## config.mk

```make
export PLATFORM = sky130hd
export DESIGN_NAME = dpwm_multicanal_dt
export DESIGN_NICKNAME = d
export VERILOG_FILES = /design/src/rtl/dpwm_multicanal_dt.sv
export SDC_FILE = /design/constraint.sdc
export NUM_CORES = 1
export LEC_CHECK = 0
export BUFFER_PORTS_ARGS = -buffer_cell sky130_fd_sc_hd__buf_2
export CORE_ASPECT_RATIO = 0.8
export CORE_MARGIN = 4
export CORE_UTILIZATION = 35
export CTS_CLUSTER_SIZE = 16
export DETAILED_ROUTE_END_ITERATION = 12
export SETUP_SLACK_MARGIN = 0.2
export SLEW_MARGIN = 15
export SYNTH_ARGS = -nofsm -noshare
export SYNTH_HDL_FRONTEND = slang
export SYNTH_SLANG_ARGS = --single-unit
```

## constraint.sdc

```tcl
create_clock -name CLK_100MHz -period 3.4 [get_ports CLK_100MHz]
set_input_delay 0.34 -clock CLK_100MHz [delete_from_list [all_inputs] [get_ports CLK_100MHz]]
set_output_delay 0.34 -clock CLK_100MHz [all_outputs]
set_load 0.05 [all_outputs]
```

## src/rtl/dpwm_multicanal_dt.sv

```systemverilog
// Multi-channel digital PWM with one shared period counter, per-channel complementary outputs
// with programmable dead time, and shadowed settings that load only at a period wrap.
module dpwm_multicanal_dt #(
  parameter int unsigned ANCHO    = 8,
  parameter int unsigned CANALES  = 2,
  parameter int unsigned ANCHO_DT = 4
) (
  input  logic                       CLK_100MHz,
  input  logic                       reset,
  input  logic                       enable_tick,
  input  logic [ANCHO-1:0]           periodo,
  input  logic [CANALES*ANCHO-1:0]   ciclo,
  input  logic [ANCHO_DT-1:0]        tiempo_muerto,
  input  logic                       modo,
  input  logic [CANALES-1:0]         habilitar_canal,
  input  logic                       actualizar,
  output logic [ANCHO-1:0]           cuenta,
  output logic [CANALES-1:0]         pwm_h,
  output logic [CANALES-1:0]         pwm_l,
  output logic                       inicio_periodo,
  output logic                       actualizado
);

  localparam logic [ANCHO-1:0]    UnoCuenta = {{(ANCHO-1){1'b0}}, 1'b1};
  localparam logic [ANCHO_DT-1:0] UnoDt     = {{(ANCHO_DT-1){1'b0}}, 1'b1};

  logic [ANCHO-1:0]    cuenta_q, cuenta_d;
  logic [ANCHO-1:0]    periodo_act_q;
  logic [ANCHO-1:0]    ciclo_act_q [CANALES];
  logic [ANCHO_DT-1:0] dt_act_q;
  logic                modo_act_q;
  logic                pendiente_q, pendiente_d;
  logic [CANALES-1:0]  ref_q, ref_d;
  logic [ANCHO_DT-1:0] dt_q [CANALES];
  logic [ANCHO_DT-1:0] dt_d [CANALES];
  logic [CANALES-1:0]  en_q;
  logic                inicio_q, actualizado_q;
  logic                wrap, carga;

  always_comb begin
    wrap        = enable_tick && (cuenta_q >= periodo_act_q);
    carga       = wrap && (pendiente_q || actualizar);
    cuenta_d    = cuenta_q;
    if (enable_tick) begin
      cuenta_d = wrap ? '0 : cuenta_q + UnoCuenta;
    end
    pendiente_d = carga ? 1'b0 : (pendiente_q || actualizar);
  end

  // Dead-time counter restarts on any event that could change which gate should conduct.
  always_comb begin
    for (int i = 0; i < CANALES; i++) begin
      ref_d[i] = cuenta_q < ciclo_act_q[i];
      dt_d[i]  = dt_q[i];
      if (carga) begin
        dt_d[i] = tiempo_muerto;
      end else if ((ref_d[i] != ref_q[i]) || (habilitar_canal[i] && !en_q[i])) begin
        dt_d[i] = dt_act_q;
      end else if (dt_q[i] != '0) begin
        dt_d[i] = dt_q[i] - UnoDt;
      end
    end
  end

  always_ff @(posedge CLK_100MHz) begin
    if (reset) begin
      cuenta_q      <= '0;
      periodo_act_q <= '1;
      dt_act_q      <= '0;
      modo_act_q    <= 1'b0;
      pendiente_q   <= 1'b0;
      ref_q         <= '0;
      en_q          <= '0;
      inicio_q      <= 1'b0;
      actualizado_q <= 1'b0;
      for (int i = 0; i < CANALES; i++) begin
        ciclo_act_q[i] <= '0;
        dt_q[i]        <= '0;
      end
    end else begin
      cuenta_q      <= cuenta_d;
      pendiente_q   <= pendiente_d;
      ref_q         <= ref_d;
      en_q          <= habilitar_canal;
      inicio_q      <= wrap;
      actualizado_q <= carga;
      if (carga) begin
        periodo_act_q <= periodo;
        dt_act_q      <= tiempo_muerto;
        modo_act_q    <= modo;
      end
      for (int i = 0; i < CANALES; i++) begin
        dt_q[i] <= dt_d[i];
        if (carga) begin
          ciclo_act_q[i] <= ciclo[i*ANCHO +: ANCHO];
        end
      end
    end
  end

  // The live enable only gates the registered decode, so a channel shuts off in the same cycle.
  always_comb begin
    for (int i = 0; i < CANALES; i++) begin
      pwm_h[i] = ref_q[i] && habilitar_canal[i] && en_q[i] &&
                 (!modo_act_q || (dt_q[i] == '0));
      pwm_l[i] = !ref_q[i] && habilitar_canal[i] && en_q[i] && modo_act_q &&
                 (dt_q[i] == '0);
    end
  end

  assign cuenta         = cuenta_q;
  assign inicio_periodo = inicio_q;
  assign actualizado    = actualizado_q;

endmodule

```

==> results.txt <==
Yosys printed 0 warnings. After floorplanning, the core was divided into 29 placement rows. The area of the placeable core is 8060 um^2. The maximum vdd ir drop came out at 0.000186 V. The CTS buffer count came out at 5. For this design the ratio of total power to cell area is 361 nW/um^2. The final net count came out at 410.

The run finished with clean final reports. The placer congestion estimate came out at 0.803. After synthesis the netlist holds a flip-flop and latch count of 52. For this design, the sink count on the clock tree is 52. The cell that appears most often on the critical path is o21ai_1. The average wire per standard cell is 13.4 um.

TritonCTS built the clock tree. The total setup violations reported at the end of the flow is 0. The number of buffers inserted for hold repair after clock tree synthesis came out at 0. The worst setup path is launched from a register. The via count of the first global-routing pass is 2283. The number of antenna violations at the first check in global routing came out at 0. Setup repair after global routing left no endpoint under its margin.

The largest buffer count on any clock path is 2. The final wirelength is 6140 um. The clock period minus worst slack is 2.31 ns.

In this design, the stage delay of the slowest critical-path cell is 0.53 ns. The worst hold path belongs to the class in -> reg. The clock reaches the later pin of the worst-skew pair after 0.30 ns.

The worst reg2reg path depth came out at 8. The repair_antennas step left the layout with diodes totalling 0. The quantity of I/O buffers inserted on ports came out at 48. The number of different library cells in the post-synthesis netlist is 48.

The sequential fraction of the synthesis area is 40.9%. For this design the static power due to leakage is 1.52 nW. The number of top-level pins came out at 49. The number of cells on the worst hold path is 3.

The average cell area after synthesis is 9.75 um^2. The worst register-to-register path begins at cuenta[0]. Once the clock tree was built, the resizer swapped 0 gates to a different size. OpenSTA, run right after detailed placement, puts the worst setup slack at 1.11 ns. The layout-stage area growth over the synthesis result came out at 15.1%. The worst setup margin came out at 1.09 ns. The violation count after the first detailed-routing iteration came out at 88.

The max-slew violation total from the final report is 0. The height of the die is 89.9 um. The CTS clock-pin slew for the worst setup and hold paths came out at 0.10 ns.

The total power of the final layout is 1.22 mW. The hold slack is 0.268 ns. The worst setup path is captured at a register.

The capture instance of the worst register-to-register path is ciclo_act_q[0][12]. The worst path uses 68.0% of the clock period. The number of H-tree levels is 2.

The critical path data arrival time came out at 2.35 ns. The total overflow left after global routing is 0. For this design, the slowest cell found on the critical path is dfxtp_1. The first-pass detailed-route iteration total is 4. After detailed routing, the number of vias per cell comes to 4.96.

The maximum fanout count along the critical path is 20. Across the routed clock network, the largest skew measured is 0.0103 ns. For the pin with the worst max-slew slack, the measured transition is 0.522 ns. The summed instance area of the synthesized netlist came out at 2930 um^2. The highest clock frequency the design can meet is 0.433 GHz. The number of buffers inserted by post-CTS setup repair is 0. In the routed design, unresolved DRC markers number 0. The hold violation count in the final report came out at 0.

The die area is 9920 um^2. The fraction of layout cells with a size suffix above 1 came out at 21.7%. The total routing usage reported by global routing came out at 13.3%. The die is 110 um wide.

The first global-routing pass estimated 10600 um of wire. The required time reported for the critical path endpoint came out at 3.44 ns. The critical path in this run is classified as reg -> reg.

The buffer type at the clock tree root is clkbuf_8. Setup total negative slack on the finished layout was measured at 0 ns. The minimum setup slack among reg-to-reg paths is 1.09 ns. The final route contains 2278 vias. In the synthesized netlist, the number of instances is 301. The worst hold endpoint is periodo_act_q[6].

The initial cell density of the core is 36.4%. In this run the most critical hold path is launched from periodo[6]. The top cell types in the final layout, fill and taps aside, are buf_2, dfxtp_1, inv_1. The pin count of the biggest net entering global routing came out at 21. The most frequent standard cell in the layout excluding fill and tap cells is buf_2. The signal on the critical path passes through inv_1 > ha_1 > nor2b_1 > o21ai_1 > a31oi_1 > o21a_1 > o21ai_1 > buf_4. The number of max-capacitance violations reported is 0. The wire-length estimate of the detail-placed layout is 4840 um. The post-route antenna net violation count came out at 0. When the netlist entered floorplanning its net count stood at 361.

The headroom to the max-slew limit came out at 65.1%.
==> worst max-delay path: cells and delay by family (launching register included) <==
family	cells	cell delay, ns
AOI/OAI and AO/OA	4	0.78
adders and majority gates	1	0.30
buffers and inverters	2	0.32
DFF	1	0.53
and+or+nand+nor	1	0.12
==> state kept, by name, indices dropped and copies added (netlist names) <==
name	cells
cuenta	8
periodo_act_q	8
dt_act_q	4
pendiente_q	1
modo_act_q	1
ciclo_act_q	16
actualizado	1
dt_q	8
ref_q	2
inicio_periodo	1
en_q	2
==> through the flow <==
step | area (um^2) | std cells | util, %
5_1_grt | 3380 | 459 | 41.9
3_5_place_dp | 3270 | 451 | 40.6
2_1_floorplan | 2930 | 301 | -
3_3_place_gp | 3270 | 451 | 40.6
4_1_cts | 3380 | 459 | 41.9
6_report | 3380 | 459 | 41.9
==> cells in the mapped netlist (all sizes together) <==
library cell / count / share of area, %
a211o: 2 / 0.64
a21oi: 16 / 2.7
clkbuf: 5 / 1.3
a311oi: 2 / 1.0
a31oi: 1 / 0.21
inv: 29 / 3.7
edfxtp: 16 / 16
nor3b: 4 / 1.0
dfxtp: 36 / 25
o21ai: 20 / 3.4
a211oi: 1 / 0.26
nand2: 10 / 1.4
nand4: 5 / 1.3
nor3: 7 / 1.6
xor2: 6 / 1.8
a2111oi: 2 / 1.9
o211ai: 3 / 1.1
or3: 2 / 0.43
and3: 2 / 0.43
o22ai: 4 / 0.85
or2: 3 / 0.64
nand4b: 2 / 0.60
nor4b: 4 / 1.2
a21o: 2 / 0.51
and2: 16 / 3.4
buf: 4 / 0.85
dlygate4sd1: 1 / 0.30
nand3b: 4 / 1.9
o21a: 2 / 0.51
nand3: 27 / 4.6
o31ai: 2 / 0.51
ha: 25 / 11
nor2: 15 / 1.9
nand2b: 3 / 1.2
xnor2: 3 / 0.90
nor2b: 5 / 1.1
or2b: 1 / 0.26
mux2i: 9 / 3.1
==> kinds of logic (layout without fill, tap and decap cells) <==
kind of cell    count (synthesis)  in the layout  synth area share, %
compound gates                 57             57                 13.6
flops                          52             52                 40.9
buf+inv                        39             89                 6.18
mux                             9              9                 3.07
fa+ha+maj                      25             25                 10.7
xor+xnor                        9              9                 2.69
simple gates                  110            110                 22.8
==> layout make-up <==
| type | instances | area [um^2] |
|---|---|---|
| clock buffers | 5 | 68.8 |
| clock inverters | 3 | 42.5 |
| fillers | 848 | 4680 |
| inverters | 29 | 109 |
| multi-input cells | 210 | 1550 |
| flip-flops and latches | 52 | 1200 |
| well taps | 108 | 135 |
| repair buffers | 52 | 270 |
==> report_power, final <==
| part | internal (mW) | switching, mW | total (mW) |
|---|---|---|---|
| Sequential | 0.650 | 0.0125 | 0.663 |
| Combinational | 0.0583 | 0.0756 | 0.134 |
| Clock | 0.218 | 0.205 | 0.424 |
==> layer usage <==
| metal | vias up | routed length [um] | part of all wire, % | global-route usage, % |
|---|---|---|---|---|
| met5 | - | 0 | 0 | 0 |
| met4 | 0 | 21 | 0.34 | 2.77 |
| met3 | 2 | 275 | 4.5 | 2.87 |
| met2 | 45 | 2730 | 44 | 20.1 |
| met1 | 1065 | 3110 | 51 | 19.6 |
| li1 | 1166 | - | - | - |
==> how the worst max path moves through the flow <==
stage	depth (start not counted)	slack, ns	start	end
6_report	8	1.09	cuenta[0]	ciclo_act_q[0][12]
5_1_grt	8	0.86	cuenta[4]	cuenta[7]
4_1_cts	8	1.07	cuenta[0]	ciclo_act_q[0][12]
3_5_place_dp	8	1.11	cuenta[0]	ciclo_act_q[0][2]
3_3_place_gp	7	1.17	cuenta[4]	ciclo_act_q[0][3]
2_1_floorplan	8	0.39	cuenta[0]	ciclo_act_q[0][0]
Power figures use the tool's default switching activity.
